[src/rtl/agu_split_unit.sv]
`default_nettype none
// ============================================================================
//  Module      : agu_split_unit
//  Description : Load/store address generation with bus-aligned requests,
//                optional splitting of word-crossing accesses.
//  Revision    : 1.0 - initial release
// ============================================================================
module agu_split_unit #(
    parameter int DATA_BUS_BITS = 32,
    parameter int BUS_BYTES     = DATA_BUS_BITS / 8,
    parameter bit SPLIT_EN      = 1'b1
) (
    input  logic                         clk,
    input  logic                         reset,
    input  logic                         flush,
    input  logic                         in_valid,
    output logic                         in_ready,
    input  logic [DATA_BUS_BITS-1:0]     reg1,
    input  logic [31:0]                  instruction,
    output logic                         req_valid,
    input  logic                         req_ready,
    output logic [DATA_BUS_BITS-1:0]     req_addr,
    output logic [BUS_BYTES-1:0]         req_be,
    output logic                         req_we,
    output logic                         req_part,
    output logic                         req_last,
    output logic [$clog2(BUS_BYTES)-1:0] req_shift,
    output logic                         exc_valid,
    output logic                         exc_misaligned,
    output logic [DATA_BUS_BITS-1:0]     exc_addr
);

    localparam int c_OFFW  = $clog2(BUS_BYTES);
    localparam int c_CNTW  = c_OFFW + 3;
    localparam int c_MASKW = 2 * BUS_BYTES;

    localparam logic [1:0] c_IDLE   = 2'd0;
    localparam logic [1:0] c_FIRST  = 2'd1;
    localparam logic [1:0] c_SECOND = 2'd2;
    localparam logic [1:0] c_EXC    = 2'd3;

    localparam logic [6:0] c_OP_LOAD  = 7'b0000011;
    localparam logic [6:0] c_OP_STORE = 7'b0100011;

    logic [1:0]               r_state;
    logic [DATA_BUS_BITS-1:0] r_ea;
    logic [1:0]               r_lg;
    logic                     r_we;
    logic                     r_exc_mis;

    // ---------------- decode of the incoming instruction ----------------
    logic                     w_is_load;
    logic                     w_is_store;
    logic [11:0]              w_imm12;
    logic [DATA_BUS_BITS-1:0] w_ea;
    logic [1:0]               w_lg;
    logic                     w_illegal;
    logic                     w_in_cross;
    logic                     w_accept;
    logic                     w_unused_bits;

    assign w_is_load  = (instruction[6:0] == c_OP_LOAD);
    assign w_is_store = (instruction[6:0] == c_OP_STORE);
    assign w_imm12    = w_is_store ? {instruction[31:25], instruction[11:7]}
                                   : instruction[31:20];
    assign w_ea       = reg1 + {{(DATA_BUS_BITS-12){w_imm12[11]}}, w_imm12};
    assign w_lg       = instruction[13:12];
    // Doubleword accesses only exist on a 64-bit bus.
    assign w_illegal  = !(w_is_load || w_is_store) ||
                        ((w_lg == 2'd3) && (BUS_BYTES < 8));
    assign w_in_cross = ({{(c_CNTW-c_OFFW){1'b0}}, w_ea[c_OFFW-1:0]} +
                         (c_CNTW'(1) << w_lg)) > c_CNTW'(BUS_BYTES);
    assign w_accept   = in_valid && (r_state == c_IDLE);
    assign w_unused_bits = &{1'b0, instruction[19:14]};

    // ---------------- registered access geometry ----------------
    logic [c_OFFW-1:0]        w_off;
    logic [c_CNTW-1:0]        w_size;
    logic                     w_cross;
    logic [c_MASKW-1:0]       w_shifted;
    logic [DATA_BUS_BITS-1:0] w_base;

    assign w_off     = r_ea[c_OFFW-1:0];
    assign w_size    = c_CNTW'(1) << r_lg;
    assign w_cross   = ({{(c_CNTW-c_OFFW){1'b0}}, w_off} + w_size) > c_CNTW'(BUS_BYTES);
    assign w_shifted = (~({c_MASKW{1'b1}} << w_size)) << w_off;
    assign w_base    = {r_ea[DATA_BUS_BITS-1:c_OFFW], {c_OFFW{1'b0}}};

    always_ff @(posedge clk) begin
        if (reset || flush) begin
            r_state   <= c_IDLE;
            r_ea      <= '0;
            r_lg      <= '0;
            r_we      <= 1'b0;
            r_exc_mis <= 1'b0;
        end else begin
            case (r_state)
                c_IDLE: begin
                    if (w_accept) begin
                        r_ea <= w_ea;
                        r_lg <= w_lg;
                        r_we <= w_is_store;
                        if (w_illegal) begin
                            r_state   <= c_EXC;
                            r_exc_mis <= 1'b0;
                        end else if (w_in_cross && !SPLIT_EN) begin
                            r_state   <= c_EXC;
                            r_exc_mis <= 1'b1;
                        end else begin
                            r_state <= c_FIRST;
                        end
                    end
                end
                c_FIRST: begin
                    if (req_ready) r_state <= w_cross ? c_SECOND : c_IDLE;
                end
                c_SECOND: begin
                    if (req_ready) r_state <= c_IDLE;
                end
                default: r_state <= c_IDLE;
            endcase
        end
    end

    always_comb begin
        in_ready       = (r_state == c_IDLE);
        req_valid      = 1'b0;
        req_addr       = '0;
        req_be         = '0;
        req_we         = 1'b0;
        req_part       = 1'b0;
        req_last       = 1'b0;
        req_shift      = '0;
        exc_valid      = 1'b0;
        exc_misaligned = 1'b0;
        exc_addr       = '0;
        case (r_state)
            c_FIRST: begin
                req_valid = 1'b1;
                req_addr  = w_base;
                req_be    = w_shifted[BUS_BYTES-1:0];
                req_we    = r_we;
                req_last  = !w_cross;
                req_shift = w_off;
            end
            c_SECOND: begin
                req_valid = 1'b1;
                req_addr  = w_base + DATA_BUS_BITS'(BUS_BYTES);
                req_be    = w_shifted[c_MASKW-1:BUS_BYTES];
                req_we    = r_we;
                req_part  = 1'b1;
                req_last  = 1'b1;
                req_shift = w_off;
            end
            c_EXC: begin
                exc_valid      = 1'b1;
                exc_misaligned = r_exc_mis;
                exc_addr       = r_exc_mis ? r_ea : '0;
            end
            default: ;
        endcase
    end

endmodule
`default_nettype wire

[config.mk]
export PLATFORM = sky130hd
export DESIGN_NAME = agu_split_unit
export DESIGN_NICKNAME = d
export VERILOG_FILES = /design/src/rtl/agu_split_unit.sv
export SDC_FILE = /design/constraint.sdc
export NUM_CORES = 1
export LEC_CHECK = 0
export BUFFER_PORTS_ARGS = -buffer_cell sky130_fd_sc_hd__buf_2
export CAP_MARGIN = 20
export CORE_ASPECT_RATIO = 1.5
export CORE_UTILIZATION = 48
export CTS_CLUSTER_DIAMETER = 120
export DETAILED_ROUTE_END_ITERATION = 10
export PLACE_DENSITY_LB_ADDON = 0.15
export RECOVER_POWER = 100
export SETUP_SLACK_MARGIN = 0.02
export SYNTH_ARGS = -nofsm -noshare
export SYNTH_HDL_FRONTEND = slang
export SYNTH_SLANG_ARGS = --single-unit
[constraint.sdc]
create_clock -name clk -period 3.2 [get_ports clk]
set_clock_uncertainty 0.15 [all_clocks]
set_input_delay 0.32 -clock clk [delete_from_list [all_inputs] [get_ports clk]]
set_output_delay 0.32 -clock clk [all_outputs]
set_load 0.02 [all_outputs]
==> results of run 1 <==
path summary, 6_finish.rpt:
| check | endpoint | slack, ns | cells past startpoint |
|---|---|---|---|
| setup / recovery | r_ea[30]$_SDFFE_PP0P_ | 0.07 | 16 |
| setup reg to reg | r_state[1]$_SDFFE_PP0P_ | 0.88 | 11 |
| hold / removal | r_lg[1]$_SDFFE_PP0P_ | 0.15 | 3 |
| hold reg to reg | r_ea[17]$_SDFFE_PP0P_ | 0.33 | 2 |
synthesized netlist by cell type (3+ instances only):
cell       n
nand2_1   97
a21oi_1   94
o21ai_0   60
nor2_1    50
ha_1      38
dfxtp_1   37
buf_4     35
clkbuf_1  29
inv_1     26
nand3_1   23
xnor2_1   15
a211oi_1  12
nand4_1   12
nor3_1    12
a21o_1    11
and2_1    10
a31oi_1    9
and3_1     9
xor2_1     9
a311oi_1   8
nand3b_1   7
mux2_2     6
o21bai_1   6
nor2b_1    5
buf_2      4
o21a_1     4
nand4b_1   3
o31ai_1    3
state kept, by name (all words and copies together) (netlist names):
| name | count |
|---|---|
| r_ea | 32 |
| r_we | 1 |
| r_state | 2 |
| r_lg | 2 |
metrics by stage:
stage | total power [mW] | TNS [ns] | hold WS [ns]
floorplan | 1.04 | 0 | 0.296
global placement | 1.20 | -2.13 | 0.321
detailed placement | 1.20 | -4.31 | 0.322
CTS | 1.78 | 0 | 0.151
global route | 1.91 | -0.0969 | 0.156
finish | 1.81 | 0 | 0.147
cell families after synthesis:
kind of cell	share of synthesized area, %
mux	1.48
fa+ha+maj	11.3
simple gates	25.4
compound gates	29.7
buf+inv	11.2
flops	16.3
other cells	0.0823
xor+xnor	4.61
layout make-up:
class,count,area (sq um),area share [%]
multi-input combinational,575,3670,65.6
inverter,26,97.6,1.75
timing repair buffer,140,768,13.8
clock inverter,3,43.8,0.784
tap,112,140,2.51
sequential,37,744,13.3
clock buffer,5,125,2.24
layer usage:
metal / vias to the layer above / share of wire, %
met5: - / 0
met4: 0 / 2.2
met3: 20 / 4.4
met2: 180 / 50
met1: 2339 / 44
li1: 2568 / -
power breakdown:
| group | internal, mW | leakage, nW | switching, mW |
|---|---|---|---|
| Sequential | 0.486 | 0.302 | 0.0363 |
| Clock | 0.369 | 0.0842 | 0.196 |
| Combinational | 0.281 | 1.97 | 0.439 |
| Total | 1.14 | 2.36 | 0.671 |
worst min-delay path: stages:
cell	delay (ns)
buf_2	0.11
nand2_1	0.05
a21oi_1	0.05
what timing repair did:
item | CTS | global route
hold endpoints to repair | 0 | 0
endpoints found under the setup margin | 7 | 23
hold buffers | 0 | 0
buffers inserted | 4 | 4
pin swaps | 14 | 23
gates resized for setup | 15 | 32
cloned | 0 | 0
==> summary.md, run 1 <==
| Metric | Value |
|---|---|
| Outcome | finished clean |
| WP data arrival | 3.19 ns |
| Flops & latches, synth | 37 |
| Worst slack, placed | -0.417 ns |
| Drt first-iter violations | roughly 320 |
| Power per cell area | between 300 and 400 nW/um^2 |
| Netlist cell types | 56 |
| Clock Root Buffer | clkbuf_16 |
| Worst r2r src | r_lg[1]$_SDFFE_PP0P_ |
| Clock Latency Late Sink | 0.28 ns |
| Hold path start | instruction[13] |
| Slowest stage delay, CP | 0.36 ns |
| Layout area overhead | 22.6% |
| Crit path from | instruction[2] |
| Detail Route Antenna Nets | 0 |
| Fin. max-slew vios | 0 |
| Clk sinks | 37 |
| Number of remaining DRC errors | 0 |
| Period utilization | 98.0% |
| Post-DR wirelength/cell | 14.4 microns |
| Global route hottest layer | met2 |
| Initial Utilization | just under 50% |
| Leakage | 2.36 nW |
| Detailed Routing Iterations Pass 1 | 5 |
| Grt met2 use | 45.9% |
| Worst path bufs/invs | 2 |
| Die Area | about 9900 sq um |
| Post-synthesis sequential area ratio | between 15 and 20% |
| Fillers | 919 |
| Reg clk slew, reported paths | approximately 0.060 ns |
| Critical path class | in -> reg |
| Largest net degree at the start of global routing | 29 |
| Final hold vios | 0 |
| Max cap viols | 0 |
| Die H | 121 microns |
| Mapped Cells | 674 |
| Synth warn | 0 |
| Fmax | between 300 and 400 MHz |
| Final cell count without fillers | 898 |
| Post-DP HPWL | approximately 10 mm |
| Die Wd | 81.6 microns |
| Slew @ Worst Pin | approximately 0.76 ns |
| GRT Total Usage | 25.3% |
| Final worst path period need | about 3.1 ns |
| Peak VDD IR | 0.000291 V |
| Post-synth top area share | 16.3% |
| First-pass GRT wire length | 20.2 mm |
| Hold crit path type | in -> reg |
| Cell area after layout | 5590 sq um |
| GP Congestion | 0.935 |
| Via count of the first global-routing pass | 4,512 |
| Ys async rst share | 0% |
| Crit-path leading delay family | compound AO/OA/AOI/OAI gates |
| H-tree depth | 2 |
| Worst path required time | ~3.3 ns |
| Met3 Usage GRT | 1.43% |
| Area leader, netlist | dfxtp_1 |
| Post-synth design cell area | about 4600 sq um |
| Rel. slew slack | 49.5% |
| Crit-path max FO | 5 |
| Initial antenna violation count | 0 |
| Syn Area/Cell | 6.76 sq um |
| Setup WS post-layout | about 0.065 ns |
| Most frequent cells in the layout | nand2_1, a21oi_1, buf_2, o21ai_0, nor2_1 |
| I/O Pins | approximately 150 |
| PortBufs | 104 |
| Nets | ~890 |
| Via density | 5.69 |
| CP max-delay cell | fa_2 |
| Gr ovfl total | 0 |
| CTS Buf Count | 5 |
| # setup viols final | 0 |
| Synth Flop Type | dfxtp_1 |
| Final wirelength | 13.0 mm |
| Vias | 5,107 |
| Worst-case clock buffer depth | 2 |
| Placed Cells incl. Taps | 884 |
| Top cell by count, worst path | mux2_4 |
| CP Cell Sequence | buf_6, nor4_4, and3_4, nand2_4, mux2_4, ha_4, inv_2, fa_2, nor2b_4, o2111ai_4, a211oi_4, o31ai_2, a21o_1, a21oi_2, mux2_4, o22ai_2 |
| Diodes inserted | 0 |
| # rows | between 40 and 50 |
| Fin util | 60.4% |
| M1 GR Usage | 30.8% |
| Crit start category | input port |
| Placed Area | 5190 sq um |
| Commonest non-fill, non-tap cell in the layout | nand2_1 |
| Core area | 9250 sq um |
| RSZ-0062 raised after global routing | true |
| CTS tree | built |
| Synth top area cells | dfxtp_1, ha_1, a21oi_1, nand2_1, o21ai_0 |
| Share of layout cells above drive strength 1 | 21.6% |
| Number of synthesized flops with an enable pin | 0 |
| CP endpoint kind | flop |
(Power assumes the default switching activity.)
==> inputs of run 2 (changes only) <==
- BUFFER_PORTS_ARGS: -buffer_cell sky130_fd_sc_hd__buf_2 -> -buffer_cell sky130_fd_sc_hd__buf_4
==> run 2 against run 1 <==
Flip-flop and latch count stayed put. Sequential share of layout area is 0.61 points lower. Combinational power is 4.0% higher. Worst hold slack better by 0.0093 ns. Critical path depth stayed put.
==> summary.md, run 2 (synthesis results as in run 1) <==
| Metric | Value |
|---|---|
| Final cell count without fillers | 900 (+0.22%) |
| CP max-delay cell | or3_4 |
| Initial antenna violation count | 0 (unchanged) |
| Leakage | 2.49 nW (+5.4%) |
| Core area | 9250 sq um (unchanged) |
| Die Area | 9900 sq um (unchanged) |
| CTS Buf Count | 5 (unchanged) |
| Power per cell area | 315 nW/um^2 (-2.6%) |
| Crit-path leading delay family | simple AND/OR/NAND/NOR gates |
| GRT Total Usage | 26.9% (+1.6 points) |
| Hold crit path type | in -> reg |
| First-pass GRT wire length | 21.3 mm (+5.7%) |
| Top flop regs | r_ea (32), r_lg (2), r_state (2) |
| Clock Latency Late Sink | 0.28 ns (about the same) |
| Die Wd | 81.6 microns (unchanged) |
| Via density | 5.73 (+0.74%) |
| # rows | 43 (unchanged) |
| Clock Root Buffer | clkbuf_16 |
| Slowest stage delay, CP | 0.43 ns (+0.07 ns) |
| # setup viols final | 0 (unchanged) |
| Initial Utilization | 49.2% (unchanged) |
| Worst path required time | 3.18 ns (-0.08 ns) |
| Placed Area | 5460 sq um (+5.3%) |
| Placed Cells incl. Taps | 884 (unchanged) |
| Post-CTS Hold Buffers | 0 (unchanged) |
| Outcome | finished clean |
| Clk sinks | 37 (unchanged) |
| Gr ovfl total | 0 (unchanged) |
| Crit-path max FO | 6 (+1) |
| Period utilization | 99.2% (+1.2 points) |
| WP data arrival | 3.15 ns (-0.04 ns) |
| Diodes inserted | 0 (unchanged) |
| PortBufs | 104 (unchanged) |
| CP endpoint kind | flop |
| Slew @ Worst Pin | 0.682 ns (-0.0743 ns) |
| Post-DR wirelength/cell | 14.5 microns (+0.60%) |
| Peak VDD IR | 0.000270 V (-7.1%) |
| Number of remaining DRC errors | 0 (unchanged) |
| Via count of the first global-routing pass | 4,683 (+3.8%) |
| H-tree depth | 2 (unchanged) |
| Total Power | 1.84 mW (+1.6%) |
| CTS tree | built |
| Most frequent cells in the layout | buf_4, nand2_1, a21oi_1, o21ai_0, nor2_1 |
| Share of layout cells above drive strength 1 | 23.1% (+1.5 points) |
| Final wirelength | 13.1 mm (+0.83%) |
| Cell area after layout | 5820 sq um (+4.3%) |
| Worst path bufs/invs | 3 (+1) |
| Rel. slew slack | 54.5% (+5.0 points) |
| Crit start category | input port |
| Final hold vios | 0 (unchanged) |
| Detailed Routing Iterations Pass 1 | 4 (-1) |
| Largest register by flop count | r_ea |
| Nets | 896 (+0.22%) |
| Fmax | 315 MHz (-1.3%) |
| Drt first-iter violations | 266 (-18%) |
| Largest net degree at the start of global routing | 35 (+21%) |
| Max cap viols | 0 (unchanged) |
| Layout area overhead | 27.8% |
| Worst-case clock buffer depth | 2 (unchanged) |
| Top cell by count, worst path | buf_4 |
| Worst slack, placed | -0.374 ns (+0.0435 ns) |
| Met3 Usage GRT | 1.88% (+0.45 points) |
| Grt met2 use | 47.1% (+1.2 points) |
| Reg clk slew, reported paths | 0.05 ns (about the same) |
| I/O Pins | 146 (unchanged) |
| Detail Route Antenna Nets | 0 (unchanged) |
| M1 GR Usage | 33.5% (+2.7 points) |
| CP Cell Sequence | buf_6, nor4_4, and3_4, nand2_4, buf_4, mux2_4, ha_4, a21o_1, a31oi_1, buf_4, a211oi_2, or3_4, a31o_1, a21oi_2, xor2_1, a21oi_1 |
| Commonest non-fill, non-tap cell in the layout | buf_4 |
| Fin Setup TNS | 0 ns (unchanged) |
| Fin. max-slew vios | 0 (unchanged) |
| Final worst path period need | 3.17 ns (+0.0397 ns) |
| Setup WS post-layout | 0.0256 ns (-0.0397 ns) |
| Post-DP HPWL | 10.1 mm (+2.6%) |
| Global route hottest layer | met2 |
| Critical path class | in -> reg |
| Fillers | 887 (-3.5%) |
| Max reg flops | 32 (unchanged) |
| Die H | 121 microns (unchanged) |
| RSZ-0062 raised after global routing | true |
| Vias | 5,156 (+0.96%) |
| GP Congestion | 0.913 (-2.3%) |
## run 2: routing by layer
layer | vias to the layer above | wire length (microns)
li1 | 2573 | -
met3 | 29 | 580
met1 | 2362 | 5490
met5 | - | 0
met4 | 0 | 396
met2 | 192 | 6600
## run 2: worst reg2reg max path, stage by stage (launching register included)
cell	delay [ns]
dfxtp_1	0.55
nor2_1	0.09
ha_1	0.20
inv_1	0.07
fa_1	0.44
inv_1	0.07
o21ai_0	0.07
nand3_1	0.08
o21ai_0	0.10
o21ai_0	0.16
o21ai_0	0.10
a21oi_1	0.14
## run 2: worst paths after layout
check	startpoint	to	slack (ns)	cells after the start
worst min-delay path	instruction[13]	r_lg[1]$_SDFFE_PP0P_	0.16	3
worst max register to register	r_lg[1]$_SDFFE_PP0P_	r_state[1]$_SDFFE_PP0P_	0.91	11
worst max-delay path	instruction[6]	r_ea[28]$_SDFFE_PP0P_	0.03	16
worst min register to register	r_ea[25]$_SDFFE_PP0P_	r_ea[25]$_SDFFE_PP0P_	0.33	2
## run 2: cell type report
cell class	count	area (sq um)	area share, %
Clock buffer	7	143	2.45
Clock inverter	1	30.0	0.516
Tap cell	112	140	2.41
Multi-Input combinational cell	575	3600	61.8
Timing Repair Buffer	142	1070	18.4
Inverter	26	97.6	1.68
Sequential cell	37	741	12.7
## run 2: through the flow
step | util (%) | hold WS (ns)
2_1_floorplan | - | 0.296
3_3_place_gp | 59.0 | 0.319
3_5_place_dp | 59.0 | 0.328
4_1_cts | 62.0 | 0.150
5_1_grt | 62.9 | 0.166
6_report | 62.9 | 0.157
## run 2: power breakdown
| group | switching, mW | total [mW] | internal, mW |
|---|---|---|---|
| clock | 0.176 | 0.565 | 0.389 |
| combinational | 0.442 | 0.749 | 0.307 |
| sequential | 0.0357 | 0.522 | 0.486 |
| total | 0.654 | 1.84 | 1.18 |
## run 2: what timing repair did
item,CTS,global route
pin swaps,18,20
gates resized for setup,16,15
buffers inserted,4,5
endpoints found under the setup margin,6,26
